File: config.mk
export PLATFORM = sky130hd
export DESIGN_NAME = mc_alu
export DESIGN_NICKNAME = d
export VERILOG_FILES = /design/src/rtl/mc_alu_pkg.sv /design/src/rtl/mc_alu_muldiv.sv /design/src/rtl/mc_alu.sv
export SDC_FILE = /design/constraint.sdc
export NUM_CORES = 1
export LEC_CHECK = 0
export CAP_MARGIN = 20
export CORE_AREA = 2 2 336 205
export DETAILED_ROUTE_END_ITERATION = 7
export DIE_AREA = 0 0 338 207
export PLACE_DENSITY_LB_ADDON = 0.25
export SETUP_SLACK_MARGIN = 0.02
export SLEW_MARGIN = 20
export SYNTH_ARGS = -nofsm -noshare
export SYNTH_HDL_FRONTEND = slang
export SYNTH_SLANG_ARGS = --single-unit
export TNS_END_PERCENT = 5
File: constraint.sdc
create_clock -name clk -period 3.18 [get_ports clk]
set_input_delay 0.954 -clock clk [delete_from_list [all_inputs] [get_ports clk]]
set_output_delay 0.954 -clock clk [all_outputs]
set_load 0.05 [all_outputs]
File: src/rtl/mc_alu_pkg.sv
// Shared definitions for the multi-cycle ALU: ALU_Ctl encodings and FSM states.
package mc_alu_pkg;

  localparam logic [3:0] OP_AND   = 4'b0000;
  localparam logic [3:0] OP_OR    = 4'b0001;
  localparam logic [3:0] OP_ADD   = 4'b0010;
  localparam logic [3:0] OP_SUB   = 4'b0110;
  localparam logic [3:0] OP_SLT   = 4'b0111;
  localparam logic [3:0] OP_NOR   = 4'b1100;
  localparam logic [3:0] OP_MULTU = 4'b1000;
  localparam logic [3:0] OP_DIVU  = 4'b1001;

  typedef enum logic [1:0] {IDLE, MUL, DIV, FIN} state_t;

endpackage

File: src/rtl/mc_alu_muldiv.sv
// Iterative unsigned multiply (shift-add) / restoring divide, one bit per cycle.
module mc_alu_muldiv #(
  parameter int WIDTH = 32
) (
  input  logic             clk,
  input  logic             reset,
  input  logic             start,
  input  logic             op_mul,
  input  logic [WIDTH-1:0] a,
  input  logic [WIDTH-1:0] b,
  output logic             busy,
  output logic             done,
  output logic [WIDTH-1:0] hi,
  output logic [WIDTH-1:0] lo
);

  localparam int CNT_W = $clog2(WIDTH + 1);

  logic [CNT_W-1:0] cnt;
  logic             mul_q;
  logic [WIDTH-1:0] opnd_q;
  logic [WIDTH:0]   add_sum;
  logic [WIDTH:0]   shifted;
  logic [WIDTH:0]   diff;
  logic [WIDTH-1:0] hi_nx;
  logic [WIDTH-1:0] lo_nx;

  // done marks the edge that performs the final iteration
  assign done = busy && (cnt == CNT_W'(WIDTH - 1));

  always_comb begin
    add_sum = {1'b0, hi} + (lo[0] ? {1'b0, opnd_q} : '0);
    shifted = {hi, lo[WIDTH-1]};
    diff    = shifted - {1'b0, opnd_q};
    hi_nx   = hi;
    lo_nx   = lo;
    if (mul_q) begin
      // {hi,lo} holds partial product over the not-yet-consumed multiplier bits
      hi_nx = add_sum[WIDTH:1];
      lo_nx = {add_sum[0], lo[WIDTH-1:1]};
    end else if (!diff[WIDTH]) begin
      hi_nx = diff[WIDTH-1:0];
      lo_nx = {lo[WIDTH-2:0], 1'b1};
    end else begin
      hi_nx = shifted[WIDTH-1:0];
      lo_nx = {lo[WIDTH-2:0], 1'b0};
    end
  end

  always_ff @(posedge clk) begin
    if (reset) begin
      busy   <= 1'b0;
      cnt    <= '0;
      mul_q  <= 1'b0;
      opnd_q <= '0;
      hi     <= '0;
      lo     <= '0;
    end else if (!busy) begin
      if (start) begin
        busy   <= 1'b1;
        cnt    <= '0;
        mul_q  <= op_mul;
        hi     <= '0;
        lo     <= op_mul ? b : a;
        opnd_q <= op_mul ? a : b;
      end
    end else begin
      hi  <= hi_nx;
      lo  <= lo_nx;
      cnt <= cnt + 1'b1;
      if (done) begin
        busy <= 1'b0;
        cnt  <= '0;
      end
    end
  end

endmodule

File: src/rtl/mc_alu.sv
// Multi-cycle ALU: single-cycle logic ops plus iterative MULTU/DIVU, results registered on done.
module mc_alu
  import mc_alu_pkg::*;
#(
  parameter int WIDTH = 32,
  parameter int CTL_W = 4
) (
  input  logic             clk,
  input  logic             reset,
  input  logic             start,
  input  logic [WIDTH-1:0] A,
  input  logic [WIDTH-1:0] B,
  input  logic [CTL_W-1:0] ALU_Ctl,
  output logic             busy,
  output logic             done,
  output logic [WIDTH-1:0] ALU_Out,
  output logic [WIDTH-1:0] HI,
  output logic             Zero_Flag,
  output logic             Overflow,
  output logic             Div_Zero
);

  localparam logic [CTL_W-1:0] C_AND   = CTL_W'(OP_AND);
  localparam logic [CTL_W-1:0] C_OR    = CTL_W'(OP_OR);
  localparam logic [CTL_W-1:0] C_ADD   = CTL_W'(OP_ADD);
  localparam logic [CTL_W-1:0] C_SUB   = CTL_W'(OP_SUB);
  localparam logic [CTL_W-1:0] C_SLT   = CTL_W'(OP_SLT);
  localparam logic [CTL_W-1:0] C_NOR   = CTL_W'(OP_NOR);
  localparam logic [CTL_W-1:0] C_MULTU = CTL_W'(OP_MULTU);
  localparam logic [CTL_W-1:0] C_DIVU  = CTL_W'(OP_DIVU);

  state_t           state, state_nx;
  logic [CTL_W-1:0] op_q;
  logic [WIDTH-1:0] a_q, b_q;
  logic             accept, is_mul, is_div_nz, md_start, md_done;
  logic [WIDTH-1:0] md_hi, md_lo;
  logic [WIDTH-1:0] sum, dif;
  logic [WIDTH-1:0] res_out, res_hi;
  logic             res_ovf, res_dz;

  assign accept    = start && (state == IDLE);
  assign is_mul    = (ALU_Ctl == C_MULTU);
  assign is_div_nz = (ALU_Ctl == C_DIVU) && (B != '0);
  assign md_start  = accept && (is_mul || is_div_nz);

  mc_alu_muldiv #(.WIDTH(WIDTH)) u_muldiv (
    .clk    (clk),
    .reset  (reset),
    .start  (md_start),
    .op_mul (is_mul),
    .a      (A),
    .b      (B),
    .busy   (busy),
    .done   (md_done),
    .hi     (md_hi),
    .lo     (md_lo)
  );

  always_comb begin
    state_nx = state;
    case (state)
      IDLE:     if (start) state_nx = is_mul ? MUL : (is_div_nz ? DIV : FIN);
      MUL, DIV: if (md_done) state_nx = FIN;
      FIN:      state_nx = IDLE;
      default:  state_nx = IDLE;
    endcase
  end

  always_ff @(posedge clk) begin
    if (reset) begin
      state <= IDLE;
      op_q  <= '0;
      a_q   <= '0;
      b_q   <= '0;
    end else begin
      state <= state_nx;
      if (accept) begin
        op_q <= ALU_Ctl;
        a_q  <= A;
        b_q  <= B;
      end
    end
  end

  // Result is evaluated in FIN from the operands latched at the start edge
  always_comb begin
    sum     = a_q + b_q;
    dif     = a_q - b_q;
    res_out = '0;
    res_hi  = HI;
    res_ovf = 1'b0;
    res_dz  = 1'b0;
    case (op_q)
      C_AND: res_out = a_q & b_q;
      C_OR:  res_out = a_q | b_q;
      C_NOR: res_out = ~(a_q | b_q);
      C_ADD: begin
        res_out = sum;
        res_ovf = (a_q[WIDTH-1] == b_q[WIDTH-1]) && (sum[WIDTH-1] != a_q[WIDTH-1]);
      end
      C_SUB: begin
        res_out = dif;
        res_ovf = (a_q[WIDTH-1] != b_q[WIDTH-1]) && (dif[WIDTH-1] != a_q[WIDTH-1]);
      end
      C_SLT: res_out = {{(WIDTH-1){1'b0}}, ($signed(a_q) < $signed(b_q))};
      C_MULTU: begin
        res_out = md_lo;
        res_hi  = md_hi;
      end
      C_DIVU: begin
        if (b_q == '0) begin
          res_out = '1;
          res_hi  = a_q;
          res_dz  = 1'b1;
        end else begin
          res_out = md_lo;
          res_hi  = md_hi;
        end
      end
      default: res_out = '0;
    endcase
  end

  always_ff @(posedge clk) begin
    if (reset) begin
      done      <= 1'b0;
      ALU_Out   <= '0;
      HI        <= '0;
      Zero_Flag <= 1'b1;
      Overflow  <= 1'b0;
      Div_Zero  <= 1'b0;
    end else begin
      done <= (state == FIN);
      if (state == FIN) begin
        ALU_Out   <= res_out;
        HI        <= res_hi;
        Zero_Flag <= (res_out == '0);
        Overflow  <= res_ovf;
        Div_Zero  <= res_dz;
      end
    end
  end

endmodule
==> impl_metrics.py <==
metrics = {
    "outcome": {
        "status": "finished, violations left",
        "violations": "negative setup slack",
    },
    "timing": {
        "slew_viol_final": 0,
        "fmax_ghz": 0.272,
        "fin_worst_skew_ns": 0.0267,
        "tightest_slew_ns": 1.10,
        "final-hold-violation-count": 0,
        "rsz0062_at_grt": "true",
        "finalWorstSetupSlack_ns": -0.497,
        "slew_headroom_pct": 26.6,
        "period_minus_slack_ns": 3.68,
        "setup_viol": 33,
        "fin_crit_sh_pct": 116,
    },
    "clock_network": {
        "cts_sinks": 242,
        "cts_buffer_depth": 3,
        "numCtsBuffers": 28,
        "cts-root-buf": "clkbuf_16",
        "cts_tree": "done",
        "worstSkewPairLatency_ns": 0.61,
        "cts_htree_levels": 1,
        "clkSlewWorstSetupHoldPaths_ns": 0.06,
        "cts_hold_buf": 0,
    },
    "cells_and_area": {
        "nNetsFinal": 3477,
        "finish.utilization_pct": 42.7,
        "antenna_cells": 0,
        "area_delta_synth_final_pct": 44.2,
        "layout-drive-gt1-share_pct": 27.7,
    },
    "logic_synthesis": {
        "seq_area_frac_synth_pct": 24.4,
        "async_flop_share_pct": 0,
        "netlist_area_um2": 19900,
        "netlist_instances": 2596,
        "synth_flop_cell": "dfxtp_1",
        "synth_area_per_cell_um2": 7.65,
        "synth_edf_count": 0,
        "ys_types": 95,
        "yosys_warnings": 0,
        "syn_nets": 2838,
        "yosys_register_bits": 242,
    },
    "worst_setup_path": {
        "crit_path_end_kind": "flip-flop",
        "critPathKind": "flip-flop to flip-flop",
        "critPathLaunchType": "flip-flop",
        "crit_arrival_ns": 4.22,
        "worstPathMaxFanout": 4,
        "critical_path_required_ns": 3.73,
    },
    "global_route": {
        "antenna_found_initial": 2,
        "grt_max_degree": 97,
        "grt_usage_pct": 23.8,
        "first_global_vias": 21300,
        "grt_pass1_wl_um": 129000,
        "grt-ovfl-total": 0,
    },
    "power_and_ir_drop": {
        "leakagePower_nw": 11.9,
        "powerDensity_nw_per_um2": 636,
        "vdd_drop_max_uv": 460,
    },
    "routing": {
        "via_per_inst": 5.33,
        "drt_iter0_drc": 2081,
        "drcViolationCount": 0,
        "wl_per_cell_um": 20.6,
        "highest_layer": "met4",
        "ant_nets": 0,
        "wl_met2_um": 34900,
        "met1_length_um": 43400,
        "wl_um": 85700,
        "vias": 22200,
        "first_pass_iters": 6,
        "dr_wl_met3_um": 5940,
    },
    "floorplanning": {
        "die_w_um": 338,
        "num_io_pins": 140,
        "core_um2": 67100,
        "rows": 74,
        "initial_core_util_pct": 29.6,
        "dieArea_um2": 70000,
        "die_y_um": 207,
    },
    "place": {
        "gp_congestion": 0.950,
        "io_buffers": 139,
        "dp_slack_ns": -1.16,
        "dpl.hpwl_um": 68700,
    },
    "worst_hold_path": {
        "hp-class": "flip-flop to flip-flop",
    },
    "job": {
        "maxCapViolations": 0,
    },
}
## final timing paths
| path | depth (start not counted) | slack, ns | end | startpoint |
|---|---|---|---|---|
| setup / recovery | 15 | -0.50 | Zero_Flag | b_q[0] |
| hold / removal | 2 | 0.47 | ALU_Out[18] | ALU_Out[18] |
| setup reg to reg | 15 | -0.50 | Zero_Flag | b_q[0] |
| hold reg to reg | 2 | 0.47 | ALU_Out[18] | ALU_Out[18] |
## critical path, cell delays in order, from the launching register on
cell      delay, ns
dfxtp_4        0.37
ha_4           0.14
inv_2          0.04
fa_2           0.34
and2b_2        0.26
o31ai_4        0.08
buf_4          0.15
a2111o_1       0.55
a211o_1        0.33
a211o_4        0.36
a22o_1         0.23
o22ai_2        0.11
nand2_1        0.07
nor4_1         0.21
and4_1         0.25
a41o_1         0.17
## layer usage
metal	vias to the layer above	global-route usage, %
li1	10700	-
met1	10700	36.7
met2	703	34.2
met3	78	4.24
met4	0	4.02
met5	-	0
## cell usage in the layout, fill, tap and decap left out, types with 23 or more instances in the layout
master	count
mux2i_1	161
a21oi_1	216
clkbuf_16	29
nor2b_1	23
buf_4	613
dfxtp_2	23
ha_1	145
and2_1	39
clkdlybuf4s50_1	128
nand2_1	234
dfxtp_1	217
a211oi_1	158
nor2_1	267
a22oi_1	41
o21ai_1	31
xnor2_1	45
nor4_1	24
inv_1	147
nand3_1	34
nand4_1	26
o21ai_0	72
a21o_1	38
nor3_1	25
## metrics by stage
stage / instances / total power, mW / setup TNS (ns) / area [um2] / hold slack [ns]
finish: 4169 / 18.2 / -3.26 / 28700 / 0.469
global route: 4169 / 19.3 / -12.49 / 28700 / 0.505
CTS: 4168 / 18.0 / -4.22 / 28300 / 0.471
detailed placement: 4107 / 13.8 / -91.33 / 26700 / 0.460
global placement: 4106 / 13.7 / -97.64 / 26700 / 0.462
floorplan: 2596 / 9.09 / -0.104 / 19900 / 0.449
## area by class of cell
type                       count  area [um2]
inverter                     161         607
clock buffer                  34         774
clock inverter                18         175
sequential                   242        4880
tap                          912        1140
timing repair buffer         777        6420
fill                        6796       38500
multi-input combinational   2025       14700
## synthesized netlist by cell type, types with 41 or more instances
master	count	share of area, %
a211oi_1	170	6.4
a21oi_1	228	5.7
a22oi_1	42	1.6
and2_1	41	1.3
clkbuf_1	123	2.3
dfxtp_1	242	24
ha_1	167	11
inv_1	157	3.0
mux2i_1	161	8.1
nand2_1	238	4.5
nor2_1	274	5.2
o21ai_0	104	2.6
xnor2_1	45	2.0
## logic make-up (layout without fill, tap and decap cells)
family | after synthesis | in the layout | share of synthesized area [%]
compound gates | 827 | 827 | 28.4
xor+xnor | 64 | 64 | 2.86
fa+ha+maj | 171 | 171 | 10.9
buf+inv | 329 | 990 | 6.47
flops | 242 | 242 | 24.4
mux | 162 | 162 | 8.17
simple gates | 801 | 801 | 18.8
## timing repair
| action | 4_1_cts | 5_1_grt |
|---|---|---|
| setup endpoints to repair | 127 | 110 |
| buffers inserted | 9 | 2 |
| gates resized for setup | 143 | 94 |
| pin swaps | 47 | 29 |
## flip-flops by register name (all words and copies together), names as in the netlist
name / cells
u_muldiv.busy: 1
b_q: 32
op_q: 4
u_muldiv.opnd_q: 32
Overflow: 1
u_muldiv.lo: 32
u_muldiv.hi: 32
done: 1
u_muldiv.mul_q: 1
Zero_Flag: 1
a_q: 32
HI: 32
ALU_Out: 32
Div_Zero: 1
state: 2
u_muldiv.cnt: 6
## report_power, final
group | switching (mW) | internal, mW | total [mW]
Combinational | 5.96 | 5.16 | 11.1
Clock | 1.55 | 1.91 | 3.46
Sequential | 0.280 | 3.37 | 3.65
Total | 7.78 | 10.4 | 18.2
Note: power is estimated with default switching activity, not from simulation.
